<file path="config.mk">
export PLATFORM = sky130hd
export DESIGN_NAME = mem_access_stage_flat
export DESIGN_NICKNAME = d
export VERILOG_FILES = /design/src/rtl/mem_pkg.sv /design/src/rtl/mem_access_stage_if.sv /design/src/rtl/load_align.sv /design/src/rtl/mem_access_stage.sv /design/src/flat_wrapper.sv
export SDC_FILE = /design/constraint.sdc
export NUM_CORES = 1
export LEC_CHECK = 0
export CORE_UTILIZATION = 45
export DETAILED_ROUTE_END_ITERATION = 16
export GPL_ROUTABILITY_DRIVEN = 0
export HOLD_SLACK_MARGIN = 0.05
export PLACE_DENSITY = 0.88
export SYNTH_ARGS = -nofsm -noshare
export SYNTH_HDL_FRONTEND = slang
export SYNTH_SLANG_ARGS = --single-unit
</file>
<file path="constraint.sdc">
create_clock -name clk -period 1.9 [get_ports clk]
set_input_delay 0.38 -clock clk [delete_from_list [all_inputs] [get_ports clk]]
set_output_delay 0.38 -clock clk [all_outputs]
set_load 0.01 [all_outputs]
</file>
<file path="src/rtl/mem_pkg.sv">
// Shared types and helpers for the MEM stage: access sizes, FSM states,
// lane offset width and byte-enable generation.
package mem_pkg;

    typedef enum logic [1:0] {
        SzByte  = 2'b00,
        SzHalf  = 2'b01,
        SzWord  = 2'b10,
        SzWordX = 2'b11
    } size_e;

    typedef enum logic [1:0] {
        StIdle,
        StReq,
        StDbg
    } state_e;

    localparam int unsigned MaxBeW = 64;

    function automatic int unsigned off_bits(int unsigned data_w);
        return $clog2(data_w / 8);
    endfunction

    // Result is MaxBeW wide; callers keep the low be_w bits.
    function automatic logic [MaxBeW-1:0] be_gen(size_e size, int unsigned off,
                                                 int unsigned be_w);
        logic [MaxBeW:0] ones;
        ones = (65'd1 << be_w) - 65'd1;
        unique case (size)
            SzByte:  return 64'd1 << off;
            SzHalf:  return 64'd3 << off;
            default: return ones[MaxBeW-1:0];
        endcase
    endfunction

    function automatic logic misaligned(size_e size, int unsigned off);
        unique case (size)
            SzByte:  return 1'b0;
            SzHalf:  return off[0];
            default: return off != 0;
        endcase
    endfunction

endpackage

</file>
<file path="src/rtl/mem_access_stage_if.sv">
// Request/acknowledge data-memory bus between the MEM stage and the data memory.
interface mem_access_stage_if #(
    parameter int unsigned DATA_W = 32,
    parameter int unsigned ADDR_W = 10
);
    logic                  mem_req;
    logic                  mem_we;
    logic [ADDR_W-1:0]     mem_addr;
    logic [DATA_W-1:0]     mem_wdata;
    logic [DATA_W/8-1:0]   mem_be;
    logic [DATA_W-1:0]     mem_rdata;
    logic                  mem_ack;

    modport master (
        output mem_req, mem_we, mem_addr, mem_wdata, mem_be,
        input  mem_rdata, mem_ack
    );

    modport slave (
        input  mem_req, mem_we, mem_addr, mem_wdata, mem_be,
        output mem_rdata, mem_ack
    );
endinterface

</file>
<file path="src/rtl/load_align.sv">
// Combinational load lane extraction with sign or zero extension.
module load_align
    import mem_pkg::*;
#(
    parameter int unsigned DATA_W = 32,
    parameter int unsigned OFF    = 2
) (
    input  logic [DATA_W-1:0] rdata,
    input  logic [OFF-1:0]    off,
    input  size_e             size,
    input  logic              is_unsigned,
    output logic [DATA_W-1:0] data
);
    logic [DATA_W-1:0] lane;
    logic              sign;

    always_comb begin
        lane = rdata >> {off, 3'b000};
        sign = 1'b0;
        data = rdata;
        unique case (size)
            SzByte: begin
                sign = !is_unsigned && lane[7];
                data = {{(DATA_W-8){sign}}, lane[7:0]};
            end
            SzHalf: begin
                sign = !is_unsigned && lane[15];
                data = {{(DATA_W-16){sign}}, lane[15:0]};
            end
            default: data = rdata;
        endcase
    end
endmodule

</file>
<file path="src/rtl/mem_access_stage.sv">
// MIPS MEM stage: sized loads/stores over a req/ack memory bus, misalignment
// trapping, debug memory reads and the MEM/WB pipeline register.
module mem_access_stage
    import mem_pkg::*;
#(
    parameter int unsigned DATA_W = 32,
    parameter int unsigned ADDR_W = 10,
    parameter int unsigned REG_W  = 5,
    parameter int unsigned WB_W   = 2
) (
    input  logic                clk,
    input  logic                rst,
    input  logic                in_valid,
    input  logic [WB_W-1:0]     in_wb,
    input  logic                in_mem_rd,
    input  logic                in_mem_wr,
    input  logic [1:0]          in_size,
    input  logic                in_unsigned,
    input  logic [DATA_W-1:0]   in_alu_result,
    input  logic [DATA_W-1:0]   in_reg_b,
    input  logic [REG_W-1:0]    in_wreg,
    output logic                stall,
    mem_access_stage_if.master  bus,
    input  logic                debug_on,
    input  logic [ADDR_W-1:0]   debug_addr,
    output logic [DATA_W-1:0]   debug_data,
    output logic                out_valid,
    output logic [WB_W-1:0]     out_wb,
    output logic [DATA_W-1:0]   out_wd,
    output logic [DATA_W-1:0]   out_alu_result,
    output logic [REG_W-1:0]    out_wreg,
    output logic                out_misalign
);
    localparam int unsigned OFF  = off_bits(DATA_W);
    localparam int unsigned BE_W = DATA_W / 8;

    state_e              state;
    logic [ADDR_W-1:0]   addr_q;
    logic                we_q;
    logic                ld_q;
    logic [BE_W-1:0]     be_q;
    logic [DATA_W-1:0]   wdata_q;
    logic [WB_W-1:0]     wb_q;
    logic [REG_W-1:0]    wreg_q;
    logic [DATA_W-1:0]   alu_q;
    size_e               size_q;
    logic                uns_q;
    logic [OFF-1:0]      off_q;
    logic                dbg_out_q;

    logic [OFF-1:0]      in_off;
    size_e               in_sz;
    logic                in_mem;
    logic                in_mis;
    logic                in_go;
    logic [MaxBeW-1:0]   be_full;
    logic [BE_W-1:0]     in_be;
    logic [DATA_W-1:0]   in_wdata;
    logic [DATA_W-1:0]   ld_data;

    always_comb begin
        in_off   = in_alu_result[OFF-1:0];
        in_sz    = size_e'(in_size);
        in_mem   = in_valid && (in_mem_rd || in_mem_wr);
        in_mis   = in_mem && misaligned(in_sz, 32'(in_off));
        in_go    = in_mem && !in_mis;
        be_full  = be_gen(in_sz, 32'(in_off), BE_W);
        in_be    = be_full[BE_W-1:0];
        in_wdata = in_reg_b;
        unique case (in_sz)
            SzByte:  in_wdata = {BE_W{in_reg_b[7:0]}};
            SzHalf:  in_wdata = {(BE_W/2){in_reg_b[15:0]}};
            default: in_wdata = in_reg_b;
        endcase
    end

    load_align #(
        .DATA_W (DATA_W),
        .OFF    (OFF)
    ) u_load_align (
        .rdata       (bus.mem_rdata),
        .off         (off_q),
        .size        (size_q),
        .is_unsigned (uns_q),
        .data        (ld_data)
    );

    // A debug read already issued keeps mem_req up until acked, even once debug_on drops.
    always_comb begin
        bus.mem_req   = (state == StReq) || ((state == StDbg) && (debug_on || dbg_out_q));
        bus.mem_we    = (state == StReq) && we_q;
        bus.mem_addr  = (state == StDbg) ? debug_addr : addr_q;
        bus.mem_be    = (state == StReq) ? be_q : '0;
        bus.mem_wdata = wdata_q;
        stall         = 1'b0;
        if (rst) begin
            unique case (state)
                StIdle:  stall = debug_on || in_go;
                StReq:   stall = !bus.mem_ack;
                default: stall = 1'b1;
            endcase
        end
    end

    always_ff @(posedge clk or negedge rst) begin
        if (!rst) begin
            state          <= StIdle;
            addr_q         <= '0;
            we_q           <= 1'b0;
            ld_q           <= 1'b0;
            be_q           <= '0;
            wdata_q        <= '0;
            wb_q           <= '0;
            wreg_q         <= '0;
            alu_q          <= '0;
            size_q         <= SzByte;
            uns_q          <= 1'b0;
            off_q          <= '0;
            dbg_out_q      <= 1'b0;
            debug_data     <= '0;
            out_valid      <= 1'b0;
            out_wb         <= '0;
            out_wd         <= '0;
            out_alu_result <= '0;
            out_wreg       <= '0;
            out_misalign   <= 1'b0;
        end else begin
            // Bubble unless an instruction completes below.
            out_valid      <= 1'b0;
            out_wb         <= '0;
            out_wd         <= '0;
            out_alu_result <= '0;
            out_wreg       <= '0;
            out_misalign   <= 1'b0;
            unique case (state)
                StIdle: begin
                    if (debug_on) begin
                        state     <= StDbg;
                        dbg_out_q <= 1'b0;
                    end else if (in_go) begin
                        state   <= StReq;
                        addr_q  <= in_alu_result[ADDR_W+OFF-1:OFF];
                        we_q    <= in_mem_wr;
                        ld_q    <= in_mem_rd && !in_mem_wr;
                        be_q    <= in_be;
                        wdata_q <= in_wdata;
                        wb_q    <= in_wb;
                        wreg_q  <= in_wreg;
                        alu_q   <= in_alu_result;
                        size_q  <= in_sz;
                        uns_q   <= in_unsigned;
                        off_q   <= in_off;
                    end else if (in_valid) begin
                        out_valid      <= 1'b1;
                        out_wb         <= in_mis ? '0 : in_wb;
                        out_alu_result <= in_alu_result;
                        out_wreg       <= in_wreg;
                        out_misalign   <= in_mis;
                    end
                end
                StReq: begin
                    if (bus.mem_ack) begin
                        out_valid      <= 1'b1;
                        out_wb         <= wb_q;
                        out_wd         <= ld_q ? ld_data : '0;
                        out_alu_result <= alu_q;
                        out_wreg       <= wreg_q;
                        dbg_out_q      <= 1'b0;
                        state          <= debug_on ? StDbg : StIdle;
                    end
                end
                StDbg: begin
                    if (bus.mem_req && bus.mem_ack) debug_data <= bus.mem_rdata;
                    dbg_out_q <= bus.mem_req && !bus.mem_ack;
                    if (!debug_on && (!dbg_out_q || bus.mem_ack)) state <= StIdle;
                end
                default: state <= StIdle;
            endcase
        end
    end
endmodule

</file>
<file path="src/flat_wrapper.sv">
// flat-port wrapper written by rule: the top's interface ports become plain ports
module mem_access_stage_flat import mem_pkg::*;
#(
    parameter int unsigned DATA_W = 32,
    parameter int unsigned ADDR_W = 10,
    parameter int unsigned REG_W  = 5,
    parameter int unsigned WB_W   = 2
)
  (clk, rst, in_valid, in_wb, in_mem_rd, in_mem_wr, in_size, in_unsigned, in_alu_result, in_reg_b, in_wreg, stall, debug_on, debug_addr, debug_data, out_valid, out_wb, out_wd, out_alu_result, out_wreg, out_misalign, bus_mem_req, bus_mem_we, bus_mem_addr, bus_mem_wdata, bus_mem_be, bus_mem_rdata, bus_mem_ack);
  mem_access_stage_if #(.DATA_W(DATA_W), .ADDR_W(ADDR_W)) bus_i ();
  input  logic clk;
  input  logic rst;
  input  logic in_valid;
  input  logic [WB_W-1:0] in_wb;
  input  logic in_mem_rd;
  input  logic in_mem_wr;
  input  logic [1:0] in_size;
  input  logic in_unsigned;
  input  logic [DATA_W-1:0] in_alu_result;
  input  logic [DATA_W-1:0] in_reg_b;
  input  logic [REG_W-1:0] in_wreg;
  output logic stall;
  input  logic debug_on;
  input  logic [ADDR_W-1:0] debug_addr;
  output logic [DATA_W-1:0] debug_data;
  output logic out_valid;
  output logic [WB_W-1:0] out_wb;
  output logic [DATA_W-1:0] out_wd;
  output logic [DATA_W-1:0] out_alu_result;
  output logic [REG_W-1:0] out_wreg;
  output logic out_misalign;
  output wire logic [$bits(bus_i.mem_req)-1:0] bus_mem_req;
  output wire logic [$bits(bus_i.mem_we)-1:0] bus_mem_we;
  output wire logic [$bits(bus_i.mem_addr)-1:0] bus_mem_addr;
  output wire logic [$bits(bus_i.mem_wdata)-1:0] bus_mem_wdata;
  output wire logic [$bits(bus_i.mem_be)-1:0] bus_mem_be;
  input wire logic [$bits(bus_i.mem_rdata)-1:0] bus_mem_rdata;
  input wire logic [$bits(bus_i.mem_ack)-1:0] bus_mem_ack;
  assign bus_mem_req = bus_i.mem_req;
  assign bus_mem_we = bus_i.mem_we;
  assign bus_mem_addr = bus_i.mem_addr;
  assign bus_mem_wdata = bus_i.mem_wdata;
  assign bus_mem_be = bus_i.mem_be;
  assign bus_i.mem_rdata = bus_mem_rdata;
  assign bus_i.mem_ack = bus_mem_ack;
  mem_access_stage #(.DATA_W(DATA_W), .ADDR_W(ADDR_W), .REG_W(REG_W), .WB_W(WB_W)) u_core (.clk(clk), .rst(rst), .in_valid(in_valid), .in_wb(in_wb), .in_mem_rd(in_mem_rd), .in_mem_wr(in_mem_wr), .in_size(in_size), .in_unsigned(in_unsigned), .in_alu_result(in_alu_result), .in_reg_b(in_reg_b), .in_wreg(in_wreg), .stall(stall), .bus(bus_i), .debug_on(debug_on), .debug_addr(debug_addr), .debug_data(debug_data), .out_valid(out_valid), .out_wb(out_wb), .out_wd(out_wd), .out_alu_result(out_alu_result), .out_wreg(out_wreg), .out_misalign(out_misalign));
endmodule
</file>
After elaboration in Yosys (flattened, before gate mapping)

Cells that the tools add are included.

Add/sub/neg operators: 0
$mul: 0
Divide/modulo/power cells: 0
$lt $le $gt $ge: 0
Equality and inequality tests: 8
Shift-type cells: 3
Multiplexer cells: 45
Bitwise operators: 1
Reduce and logical (&&, ||, !) cells: 31

Operator list:

| operator              | count |
|---|---|
| $mux W32              | 7 |
| $pmux W32 S2          | 3 |
| $shr A32 B5 Y16       | 1 |
| $mux W2               | 10 |
| $mux W5               | 4 |
| $logic_and A1 B1 Y1   | 11 |
| $mux W1               | 11 |
| $mux W10              | 1 |
| $pmux W5 S2           | 1 |
| $reduce_and A3 Y1     | 3 |
| $pmux W4 S2           | 1 |
| $eq A2 B1 Y1 const B  | 3 |
| $logic_not A1 Y1      | 6 |
| $logic_not A2 Y1      | 3 |
| $ne A2 B2 Y1 const B  | 3 |
| $pmux W1 S2           | 3 |
| $pmux W2 S3           | 1 |
| $logic_or A1 B1 Y1    | 5 |
| $mux W4               | 1 |
| $pmux W2 S2           | 1 |
| $shl A1 B2 Y4 const A | 1 |
| $shl A2 B2 Y4 const A | 1 |
| $ne A3 B2 Y1 const B  | 1 |
| $pmux W1 S3           | 1 |
| other kinds (5)       | 5 |

Bits in registers: 200
Bits in latches: 0
Memory bits (writable): 0
ROM bits: 0
Output and inout bits: 154
Word-level logic and storage cells: 108
Memories kept: 0

Depth between registers and ports, before layout

Gate-level depths: netlist of run 1.

Depth in word-level cells: 8
Depth in mapped cells: 7

Cells and area by module

From an unflattened synthesis of run 1, not the netlist that was laid out.

Cell total of the unflattened synthesis: 621
Area total of the unflattened synthesis: 8196.6 um^2

By module, submodules not included:

| module           | times used | cells each | area an instance (um^2) | seq. area each (um^2) |
|---|---|---|---|---|
| mem_access_stage | 1          | 508        | 7455.9                  | 4704.5 |
| load_align       | 1          | 113        | 740.7                   | 0.0 |

Least setup slack after synthesis of run 1

OpenSTA, ideal clock, no wires.

Kind: reg2out
Start: register u_core.state[0]
End: output port bus_mem_addr[0]
Data arrival time: 1.379 ns
Required time: 1.520 ns
Slack: 0.141 ns
Cell stages (with the launch flop): 4
Buffers on the path: 1
Path through: dfrtp_1 and2b_1 clkbuf_1 mux2_2

Cells in the longest elaborated chain, start to end: 2

Ends and longest elaborated chain:

| what                   | RTL line                | source |
|---|---|---|
| start, declared        | mem_access_stage.sv:37  | `state_e state;` |
| start signal, assigned | mem_access_stage.sv:107 | `state <= StIdle;` |
| start signal, assigned | mem_access_stage.sv:138 | `state <= StDbg;` |
| start signal, assigned | mem_access_stage.sv:141 | `state <= StReq;` |
| $eq A2 B2 Y1           | mem_access_stage.sv:92  | `bus.mem_addr = (state == StDbg) ? debug_addr : addr_q;` |
| $mux W10               | mem_access_stage.sv:92  |  |
| end, declared          | flat_wrapper.sv:34      | `output wire logic [$bits(bus_i.mem_addr)-1:0] bus_mem_addr;` |

No other way between the ends.

Worst setup path after layout of run 1

Start: register u_core.state[0]
End: output port bus_mem_addr[7]

Same word-level chain as after synthesis.

==> metrics.cfg, run 1 <==
[detailed_routing]
post_drt_wl_per_cell_um=21.99
drt-pass1-iter-count=4
via_count=6733
final_routed_wirelength_mm=26.56
detail_route.iter0.violations=333
drt_drc_violations_left=0
detail-route-antenna-nets=0
vias_per_cell=5.574

[clock_tree]
htree_num_levels=4
ctsRootBufferMaster=sky130_fd_sc_hd__clkbuf_16
worst_skew_pair.late_latency_ns=0.43
cts.reportedPaths.clkPinSlew_ns=0.07
cts-buffers-inserted=17
clkSinkCount=188
clockBufferDepth=2
tritoncts=built
postCtsHoldBufs=0

[placed_design]
numPlacedInstances=1148
port_buffers=276
detailed_placement_wirelength_estimate_mm=16.58
post_dp_cell_area_um2=11280

[floorplanning]
placeableCoreArea_um2=17180
std_cell_rows=48
top_level_ports=277
die_area_um2=18060
starting_density_of_the_core=0.4591
floorplan.die.height_um=134.4
die_w_um=134.4

[cells_and_area]
drive_gt1_frac=0.2482
layout-area-overhead-vs-synth_pct=63.38
num-nets-final=1093
mostFrequentLayoutCell=sky130_fd_sc_hd__clkdlybuf4s50_1
antenna_cells_inserted=0
leading_cell_types_in_the_layout_fill_and_taps_excluded=sky130_fd_sc_hd__clkdlybuf4s50_1, sky130_fd_sc_hd__dfrtp_1, sky130_fd_sc_hd__mux2_4, sky130_fd_sc_hd__nand2_1, sky130_fd_sc_hd__mux2i_1
design_area_um2=12880
post_layout_nonfiller_instances=1208

[synthesis]
yosysWarningCount=0
synth.yosys.seq_area_share=0.5966
synth_largest_type_area_fraction=0.5966
synthAdderAreaFrac=0
syn-num-nets=758
synth-edff-count=0
cell_type_with_the_largest_total_area_after_synthesis=sky130_fd_sc_hd__dfrtp_1
syn_area_um2=7885
synth-async-reset-ratio=1.000
synth_xor_xnor_area_share=0.001111
synth_flop_cell=sky130_fd_sc_hd__dfrtp_1
synthesized_area_fraction_occupied_by_and_or_nand_nor_cells=0.06998
synth.mux.area_fraction=0.1863
synth.avg_cell_area_um2=12.42
synthDistinctLibCells=39
synthesis.instances=635
synth-seq-cells=188
synthTopCellsByArea=sky130_fd_sc_hd__dfrtp_1, sky130_fd_sc_hd__mux2_1, sky130_fd_sc_hd__mux2i_1
dominant_combinational_cell_family_by_area_after_synthesis=multiplexers
synth-compound-area-share=0.1179

[timing]
clock_skew_ns=0.01104
fin_setup_tns_ns=-11.40
grt_setup_unrepaired=true
final.period_utilization=1.093
hold_viol_final=0
post-route-min-period_ns=2.076
clock.fmax_mhz=481.7
setup-violations-final=97
worst_slew_pin_slew_ns=0.5962
post-route-worst-setup-slack_ns=-0.1762
slew_viol_final=0
timing.slew.headroom=0.6017

[grt]
grt_pass1_vias=6852
busiest_layer=met2
grt_overflow_total=0
initial_antenna_violation_count=0
grt_first_pass_wirelength_mm=36.34
use_met1=0.3044
grtUsageMet3=0.07710
global_route.usage.total=0.2648
met2_usage=0.4588
grt_max_degree=97

[run_status]
outcome=finished, violations left
violations_in_the_final_reports=negative setup slack

[power]
leakage_nw=5.962
powerDensity_nw_per_um2=1033
worst_ir_drop_vdd_uv=686.5

[worst_setup_path]
timing.setup.critical_path_class=flop to output pin
setup.worst_path.start_class=flop
setup.worst_path.end_class=output pin
worstPathMaxFanout=6
arrival_ns=1.70
required_time_reported_for_the_critical_path_endpoint_ns=1.52

[run]
timing.max_cap.violations=0

[hold_path]
worstHoldPathType=input pin to async pin

[where the power goes]
group,internal (W),switching (W)
clock,0.00220,0.00158
sequential,0.00480,0.000566
combinational,0.00240,0.00177
total,0.00940,0.00391
[logic make-up (layout without fill, tap and decap cells)]
| kind of cell | Yosys count | after routing |
|---|---|---|
| AO/OA/AOI/OAI | 141 | 141 |
| buffers and inverters | 45 | 393 |
| multiplexers | 135 | 135 |
| AND/OR/NAND/NOR | 125 | 125 |
| XOR/XNOR | 1 | 1 |
| flip-flops | 188 | 188 |
[per-layer routing]
metal	vias up	routed length, µm
li1	2926	-
met1	3419	9992
met2	322	13660
met3	66	2042
met4	0	858
met5	-	0
[cell usage after synthesis (7+ instances only)]
| cell type | instances |
|---|---|
| sky130_fd_sc_hd__a21oi_1 | 38 |
| sky130_fd_sc_hd__a22o_1 | 39 |
| sky130_fd_sc_hd__a31oi_1 | 8 |
| sky130_fd_sc_hd__and2_1 | 12 |
| sky130_fd_sc_hd__buf_2 | 18 |
| sky130_fd_sc_hd__clkbuf_1 | 19 |
| sky130_fd_sc_hd__dfrtp_1 | 188 |
| sky130_fd_sc_hd__mux2_1 | 83 |
| sky130_fd_sc_hd__mux2_2 | 11 |
| sky130_fd_sc_hd__mux2i_1 | 41 |
| sky130_fd_sc_hd__nand2_1 | 58 |
| sky130_fd_sc_hd__nor2_1 | 38 |
| sky130_fd_sc_hd__o21ai_1 | 37 |
| sky130_fd_sc_hd__o221a_2 | 7 |
[registers in the layout (all words and copies together) (netlist names)]
| register | count |
|---|---|
| u_core.size_q | 2 |
| u_core.be_q | 4 |
| u_core.uns_q | 1 |
| u_core.state | 2 |
| u_core.bus.mem_wdata | 32 |
| u_core.wb_q | 2 |
| u_core.off_q | 1 |
| u_core.out_wd | 32 |
| u_core.ld_q | 1 |
| u_core.alu_q | 31 |
| u_core.we_q | 1 |
| u_core.dbg_out_q | 1 |
| u_core.out_wb | 2 |
| u_core.debug_data | 32 |
| u_core.wreg_q | 5 |
| u_core.out_wreg | 5 |
| u_core.out_valid | 1 |
| u_core.out_alu_result | 32 |
| u_core.out_misalign | 1 |
[cell type report]
cell class,count,area [µm²]
multi-input combinational,402,3368
fill,1085,4294
tap,225,281.5
clock buffer,21,470.5
inverter,3,13.76
clock inverter,11,155.1
sequential,188,4705
timing repair buffer,358,3889
[per-stage QoR]
stage / util / hold slack [ns] / power (W) / setup WS [ns]
floorplan: - / 0.08441 / 0.006856 / 0.1408
global placement: 0.6569 / 0.4609 / 0.008682 / -0.3804
detailed placement: 0.6569 / 0.4688 / 0.008865 / -0.4066
CTS: 0.6994 / 0.07701 / 0.01275 / -0.1874
global route: 0.7500 / 0.1003 / 0.01384 / -0.2001
finish: 0.7500 / 0.05231 / 0.01330 / -0.1762
[critical path, stage by stage, from the launching register on]
cell and delay [ns]:
sky130_fd_sc_hd__dfrtp_1 0.38, sky130_fd_sc_hd__and2b_4 0.31, sky130_fd_sc_hd__buf_12 0.14, sky130_fd_sc_hd__mux2_4 0.31, sky130_fd_sc_hd__buf_6 0.13
[worst paths after layout]
kind	startpoint	to	slack [ns]	cells past startpoint
hold / removal	rst	u_core.alu_q[7]	0.05	2
min in group clk	u_core.be_q[2]	u_core.be_q[2]	0.48	2
hold reg to reg	u_core.be_q[2]	u_core.be_q[2]	0.48	2
setup reg to reg	u_core.state[0]	u_core.alu_q[10]	-0.16	9
max in group asynchronous	rst	u_core.wb_q[1]	0.90	3
setup / recovery	u_core.state[0]	bus_mem_addr[7]	-0.18	4
[what timing repair did]
item,CTS,global route
gates resized for setup,104,116
setup buffers,2,12
cloned,1,16
endpoints found under the setup margin,17,88
pin swaps,1,7
No activity file was read; power rests on OpenSTA's default activity.
==> run 2: changes to the inputs <==
- SLEW_MARGIN: unset -> 20
==> results of run 2 <==
Final layout, timing and power as in run 1 (identical DEF).
